==> config.mk <==
export PLATFORM = sky130hd
export DESIGN_NAME = d_alu
export DESIGN_NICKNAME = d
export VERILOG_FILES = /design/src/rtl/d_alu_pkg.sv /design/src/rtl/d_alu_div.sv /design/src/rtl/d_alu.sv
export SDC_FILE = /design/constraint.sdc
export NUM_CORES = 1
export LEC_CHECK = 0
export BUFFER_PORTS_ARGS = -buffer_cell sky130_fd_sc_hd__buf_2
export CAP_MARGIN = 5
export CELL_PAD_IN_SITES_DETAIL_PLACEMENT = 1
export CELL_PAD_IN_SITES_GLOBAL_PLACEMENT = 1
export CORE_UTILIZATION = 45
export DETAILED_ROUTE_END_ITERATION = 12
export GPL_ROUTABILITY_DRIVEN = 1
export PLACE_DENSITY = 0.75
export SLEW_MARGIN = 20
export SYNTH_ARGS = -nofsm -noshare
export SYNTH_HDL_FRONTEND = slang
export SYNTH_SLANG_ARGS = --single-unit
==> constraint.sdc <==
create_clock -name vclk -period 93.8
set_input_delay 4.69 -clock vclk [all_inputs]
set_output_delay 4.69 -clock vclk [all_outputs]
set_load 0.005 [all_outputs]
==> src/rtl/d_alu_pkg.sv <==
// Shared opcode constants and the packed result bundle for the d_alu slice.
package d_alu_pkg;

   localparam logic [7:0] xADD  = 8'h01;
   localparam logic [7:0] xADC  = 8'h02;
   localparam logic [7:0] xSUB  = 8'h03;
   localparam logic [7:0] xSUC  = 8'h04;
   localparam logic [7:0] xMUL8 = 8'h05;
   localparam logic [7:0] xMUL6 = 8'h06;
   localparam logic [7:0] xDIV8 = 8'h07;
   localparam logic [7:0] xDIV6 = 8'h08;
   localparam logic [7:0] xCMP  = 8'h09;
   localparam logic [7:0] xAND  = 8'h0A;
   localparam logic [7:0] xNEG  = 8'h0B;
   localparam logic [7:0] xNOT  = 8'h0C;
   localparam logic [7:0] xOR   = 8'h0D;
   localparam logic [7:0] xSHL  = 8'h0E;
   localparam logic [7:0] xSHR  = 8'h0F;
   localparam logic [7:0] xXOR  = 8'h10;
   localparam logic [7:0] xTEST = 8'h11;

   typedef struct packed {
      logic [15:0] acc;
      logic [15:0] c;
      logic        cFlag;
      logic        zFlag;
      logic        oFlag;
   } aluResult_t;

endpackage

==> src/rtl/d_alu_div.sv <==
// Combinational unsigned divider; a zero divisor yields an all-ones quotient
// and passes the dividend through as the remainder.
module d_alu_div #(
   parameter int W = 16
) (
   input  logic [W-1:0] dividend_i,
   input  logic [W-1:0] divisor_i,
   output logic [W-1:0] quotient_o,
   output logic [W-1:0] remainder_o,
   output logic         divByZero_o
);

   assign divByZero_o = (divisor_i == '0);

   always_comb begin
      quotient_o  = '1;
      remainder_o = dividend_i;
      if (!divByZero_o) begin
         quotient_o  = dividend_i / divisor_i;
         remainder_o = dividend_i % divisor_i;
      end
   end

endmodule

==> src/rtl/d_alu.sv <==
// 16-bit CPU ALU: opcode mux and flag logic. Define D_ALU_OUTREG_EN to add a
// 1-cycle output register stage with asynchronous active-low reset.
module d_alu
   import d_alu_pkg::*;
(
   input  logic        clk,
   input  logic        reset,
   input  logic [15:0] a,
   input  logic [15:0] b,
   input  logic [7:0]  op,
   input  logic        cf,
   output logic [15:0] acc,
   output logic [15:0] c,
   output logic        c_flag,
   output logic        z_flag,
   output logic        o_flag
);

   aluResult_t  resD;
   logic        addCarry;
   logic        subBorrow;
   logic [16:0] sum17;
   logic [16:0] diff17;
   logic [15:0] mul8;
   logic [31:0] prod32;
   logic [7:0]  quot8;
   logic [7:0]  rem8;
   logic        divZero8;
   logic [15:0] quot16;
   logic [15:0] rem16;
   logic        divZero16;
   logic        opValid;

   // Carry-in only participates in ADC/SUC; bit 16 of diff17 is the borrow.
   assign addCarry  = (op == xADC) && cf;
   assign subBorrow = (op == xSUC) && cf;
   assign sum17     = {1'b0, a} + {1'b0, b} + {16'b0, addCarry};
   assign diff17    = {1'b0, b} - {1'b0, a} - {16'b0, subBorrow};
   assign mul8      = {8'b0, a[7:0]} * {8'b0, b[7:0]};
   assign prod32    = {16'b0, a} * {16'b0, b};

   d_alu_div #(.W(8)) uDiv8 (
      .dividend_i  (b[7:0]),
      .divisor_i   (a[7:0]),
      .quotient_o  (quot8),
      .remainder_o (rem8),
      .divByZero_o (divZero8)
   );

   d_alu_div #(.W(16)) uDiv16 (
      .dividend_i  (b),
      .divisor_i   (a),
      .quotient_o  (quot16),
      .remainder_o (rem16),
      .divByZero_o (divZero16)
   );

   always_comb begin
      resD    = '0;
      opValid = 1'b1;
      unique case (op)
         xADD, xADC: begin
            resD.acc   = sum17[15:0];
            resD.cFlag = sum17[16];
            resD.oFlag = (a[15] == b[15]) && (sum17[15] != a[15]);
         end
         xSUB, xSUC, xCMP: begin
            resD.acc   = diff17[15:0];
            resD.cFlag = diff17[16];
            resD.oFlag = (a[15] != b[15]) && (diff17[15] != b[15]);
         end
         xMUL8: resD.acc = mul8;
         xMUL6: {resD.c, resD.acc} = prod32;
         xDIV8: begin
            resD.acc   = {rem8, quot8};
            resD.oFlag = divZero8;
         end
         xDIV6: begin
            resD.acc   = quot16;
            resD.c     = rem16;
            resD.oFlag = divZero16;
         end
         xAND, xTEST: resD.acc = a & b;
         xNEG: begin
            resD.acc   = 16'd0 - a;
            resD.cFlag = (a != 16'd0);
            resD.oFlag = (a == 16'h8000);
         end
         xNOT: resD.acc = ~a;
         xOR:  resD.acc = a | b;
         xSHL: begin
            resD.acc   = {a[14:0], 1'b0};
            resD.cFlag = a[15];
         end
         xSHR: begin
            resD.acc   = {1'b0, a[15:1]};
            resD.cFlag = a[0];
         end
         xXOR: resD.acc = a ^ b;
         default: opValid = 1'b0;
      endcase
      // MUL6 judges zero on the whole 32-bit product, not just the low word.
      if (op == xMUL6)
         resD.zFlag = (prod32 == 32'd0);
      else if (opValid)
         resD.zFlag = (resD.acc == 16'd0);
   end

`ifdef D_ALU_OUTREG_EN
   aluResult_t resQ;

   always_ff @(posedge clk or negedge reset) begin
      if (!reset)
         resQ <= '0;
      else
         resQ <= resD;
   end

   assign acc    = resQ.acc;
   assign c      = resQ.c;
   assign c_flag = resQ.cFlag;
   assign z_flag = resQ.zFlag;
   assign o_flag = resQ.oFlag;
`else
   logic unusedClkReset;
   assign unusedClkReset = clk ^ reset;

   assign acc    = resD.acc;
   assign c      = resD.c;
   assign c_flag = resD.cFlag;
   assign z_flag = resD.zFlag;
   assign o_flag = resD.oFlag;
`endif

endmodule

==> impl_metrics.prom <==
# TYPE chip_impl_metric gauge
chip_impl_info{name="outcome",value="finished, final reports clean"} 1
chip_impl_metric{name="drcViolationCount",unit=""} 0
chip_impl_metric{name="total_power",unit="mW"} 0.640
chip_impl_metric{name="detail_route.wl_per_cell",unit="um"} 27.8
chip_impl_metric{name="number_of_max_slew_violations_in_the_final_report",unit=""} 0
chip_impl_metric{name="layout_min_cycle_time",unit="ns"} 44.99
chip_impl_metric{name="p_leak",unit="nW"} 11.8
chip_impl_metric{name="drv.max_cap_violation_count",unit=""} 0
chip_impl_metric{name="mapped_area",unit="mm^2"} 0.0233
chip_impl_metric{name="synth_cells",unit=""} 3104
chip_impl_metric{name="setup_ws",unit="ns"} 48.81
chip_impl_metric{name="postCtsSetupBuffers",unit=""} 0
chip_impl_metric{name="cp.required",unit="ns"} 89.11
chip_impl_metric{name="global_route_total_overflow",unit=""} 0
chip_impl_metric{name="grt_start_max_net_pins",unit=""} 33
chip_impl_info{name="min_to",value="c[11]"} 1
chip_impl_metric{name="design.core.area",unit="mm^2"} 0.0512
chip_impl_info{name="synth_top_cells_by_area",value="sky130_fd_sc_hd__fa_1, sky130_fd_sc_hd__ha_1, sky130_fd_sc_hd__inv_1"} 1
chip_impl_metric{name="syn_area_per_cell",unit="um^2"} 7.50
chip_impl_metric{name="track_usage",unit="%"} 39.6
chip_impl_info{name="rsz_0062_raised_after_global_routing",value="no"} 1
chip_impl_info{name="highest_count_cells_in_the_layout_ignoring_fill_and_taps",value="sky130_fd_sc_hd__ha_1, sky130_fd_sc_hd__inv_1, sky130_fd_sc_hd__nand2_1"} 1
chip_impl_info{name="timing.setup.critical_path_class",value="primary input to output pin"} 1
chip_impl_metric{name="endpoints_failing_setup",unit=""} 0
chip_impl_metric{name="cp_max_fo",unit=""} 22
chip_impl_metric{name="stdcell_count",unit=""} 3789
chip_impl_metric{name="slew_headroom",unit="%"} 29.0
chip_impl_metric{name="port_buffers",unit=""} 76
chip_impl_metric{name="seq_cells",unit=""} 0
chip_impl_metric{name="gp_congestion",unit=""} 0.985
chip_impl_info{name="mostFrequentLayoutCell",value="sky130_fd_sc_hd__ha_1"} 1
chip_impl_metric{name="dp_cells",unit=""} 3788
chip_impl_metric{name="hold_violations",unit=""} 0
chip_impl_metric{name="mappedNetlistNets",unit=""} 3759
chip_impl_metric{name="design.die.area",unit="mm^2"} 0.0527
chip_impl_metric{name="synthDominantCellAreaShare",unit="%"} 20.3
chip_impl_metric{name="detail_route.first_pass.iterations",unit=""} 5
chip_impl_metric{name="layout.filler_cells",unit=""} 6509
chip_impl_metric{name="tns",unit="ns"} 0
chip_impl_metric{name="hpwlAfterDp",unit="mm"} 82.0
chip_impl_info{name="worst_setup_path_end_kind",value="output pin"} 1
chip_impl_metric{name="placedInstanceArea",unit="mm^2"} 0.0244
chip_impl_metric{name="slowest_delay",unit="ns"} 0.91
chip_impl_metric{name="arrival",unit="ns"} 40.30
chip_impl_metric{name="dieWidth",unit="um"} 229
chip_impl_metric{name="fmaxAchievable",unit="GHz"} 0.0222
chip_impl_info{name="synth_largest_area_cell",value="sky130_fd_sc_hd__fa_1"} 1
chip_impl_metric{name="holdPathStages",unit=""} 4
chip_impl_metric{name="fp.dieH",unit="um"} 229
chip_impl_metric{name="grt_antenna_before_repair",unit=""} 6
chip_impl_metric{name="ioPinCount",unit=""} 78
chip_impl_metric{name="dp_worst_setup_slack",unit="ns"} 49.73
chip_impl_metric{name="hold_ws",unit="ns"} 10.04
chip_impl_metric{name="ir_drop",unit="mV"} 0.0823
chip_impl_metric{name="final_net_count",unit=""} 3765
chip_impl_metric{name="area.growth.synth_to_final",unit="%"} 4.96
chip_impl_metric{name="ctsResizeCount",unit=""} 0
chip_impl_info{name="slowest_stage",value="sky130_fd_sc_hd__o31ai_1"} 1
chip_impl_metric{name="final_area",unit="mm^2"} 0.0244
chip_impl_info{name="holdCritStartpoint",value="b[11]"} 1
chip_impl_metric{name="drtIter0Drc",unit=""} 2074
chip_impl_metric{name="synth_warnings",unit=""} 0
chip_impl_info{name="critical-path-top-cell-by-count",value="sky130_fd_sc_hd__ha_1"} 1
chip_impl_info{name="worstHoldPathType",value="primary input to output pin"} 1
chip_impl_metric{name="ant_nets",unit=""} 0
chip_impl_metric{name="power_density",unit="mW/mm^2"} 26.2
chip_impl_metric{name="multi_input_area",unit="mm^2"} 0.0214
chip_impl_metric{name="num_rows",unit=""} 83
chip_impl_metric{name="drive_gt1_share",unit="%"} 7.18
chip_impl_metric{name="yosys.cell_types.count",unit=""} 96
chip_impl_metric{name="yosysSeqAreaShare",unit="%"} 0
chip_impl_metric{name="final_core_util",unit="%"} 47.7
chip_impl_info{name="startpoint_type",value="primary input"} 1
chip_impl_metric{name="grt_pass1_wl",unit="mm"} 158
chip_impl_metric{name="layout_worst_path_cycle_share",unit="%"} 48.0
chip_impl_metric{name="floorplan.initialDensity",unit="%"} 45.5
chip_impl_metric{name="worst_pin_slew",unit="ns"} 1.05
chip_impl_metric{name="seq_cell_area",unit="um^2"} 0
chip_impl_metric{name="viasPerCell",unit=""} 6.48
chip_impl_metric{name="clock_buffer_count",unit=""} 0
chip_impl_metric{name="via_count_of_the_routed_design",unit=""} 24600
chip_impl_metric{name="wirelength",unit="mm"} 105
chip_impl_metric{name="post_cts_hold_buffer_count",unit=""} 0
chip_impl_metric{name="grt_pass1_vias",unit=""} 25700
==> cells in the mapped netlist, types with 13 or more instances <==
master,n
sky130_fd_sc_hd__or3_1,25
sky130_fd_sc_hd__a211oi_1,35
sky130_fd_sc_hd__mux2_2,21
sky130_fd_sc_hd__mux2i_1,31
sky130_fd_sc_hd__nor2_1,296
sky130_fd_sc_hd__nand2b_1,35
sky130_fd_sc_hd__nand3_1,53
sky130_fd_sc_hd__a21o_1,44
sky130_fd_sc_hd__ha_1,376
sky130_fd_sc_hd__and3_1,14
sky130_fd_sc_hd__nor2b_1,21
sky130_fd_sc_hd__nor4_1,21
sky130_fd_sc_hd__o31ai_1,22
sky130_fd_sc_hd__and2_1,15
sky130_fd_sc_hd__buf_1,16
sky130_fd_sc_hd__nor3_1,77
sky130_fd_sc_hd__a21boi_0,14
sky130_fd_sc_hd__a2111oi_0,16
sky130_fd_sc_hd__nand2_1,330
sky130_fd_sc_hd__a21oi_1,181
sky130_fd_sc_hd__o21a_1,49
sky130_fd_sc_hd__fa_1,236
sky130_fd_sc_hd__xnor2_1,103
sky130_fd_sc_hd__a22oi_1,15
sky130_fd_sc_hd__xor2_1,66
sky130_fd_sc_hd__inv_1,368
sky130_fd_sc_hd__o211ai_1,35
sky130_fd_sc_hd__nand4_1,23
sky130_fd_sc_hd__o21bai_1,14
sky130_fd_sc_hd__or2_2,26
sky130_fd_sc_hd__o21ai_0,129
sky130_fd_sc_hd__a211o_1,13
sky130_fd_sc_hd__clkbuf_1,101
sky130_fd_sc_hd__a31oi_1,28
sky130_fd_sc_hd__o22ai_1,29
==> worst max-delay path by stage <==
stage | startpoint | end | slack, ns | cells after the start
final | a[5] | z_flag | 48.81 | 115
after global routing | a[5] | z_flag | 47.07 | 119
after CTS | a[5] | z_flag | 49.58 | 114
after detailed placement | a[5] | z_flag | 49.73 | 114
after global placement | a[5] | z_flag | 50.49 | 114
after floorplan | a[0] | z_flag | 55.80 | 124
==> worst max-delay path: cells and delay by family <==
family / cells / cell delay [ns]
simple gates: 41 / 10.61
compound gates: 53 / 18.58
fa+ha+maj: 15 / 4.80
buf+inv: 6 / 1.51
==> area by class of cell <==
| class | instances | area share, % |
|---|---|---|
| Timing Repair Buffer | 132 | 3.28 |
| Multi-Input combinational cell | 2599 | 87.4 |
| Inverter | 377 | 5.79 |
| Tap cell | 680 | 3.48 |
| Antenna cell | 1 | 0.0102 |
==> power breakdown <==
part	internal (mW)	switching (mW)	total, mW
registers	0	0	0
logic	0.225	0.415	0.640
clock network	0.00000000143	0	0.00000000143
==> cells by family (layout without fill, tap and decap cells) <==
kind of cell               count (synthesis)  after routing  share of synthesized area [%]
and+or+nand+nor                          988            988                           19.7
AOI/OAI and AO/OA                        777            777                           22.7
adders and majority gates                612            612                           40.5
buffers and inverters                    505            509                           8.30
xor gates and xnor gates                 169            169                           6.36
muxes                                     53             53                           2.41
other                                      0              1                              0
==> layer usage <==
metal  global-route usage, %  share of wire [%]  vias to the layer above
li1                        -                  -                    10900
met1                    52.7                 42                    12400
met2                    64.2                 45                     1020
met3                    5.60                8.0                      250
met4                    16.3                4.9                        4
met5                       0              0.029                        -
(Power assumes the default switching activity.)
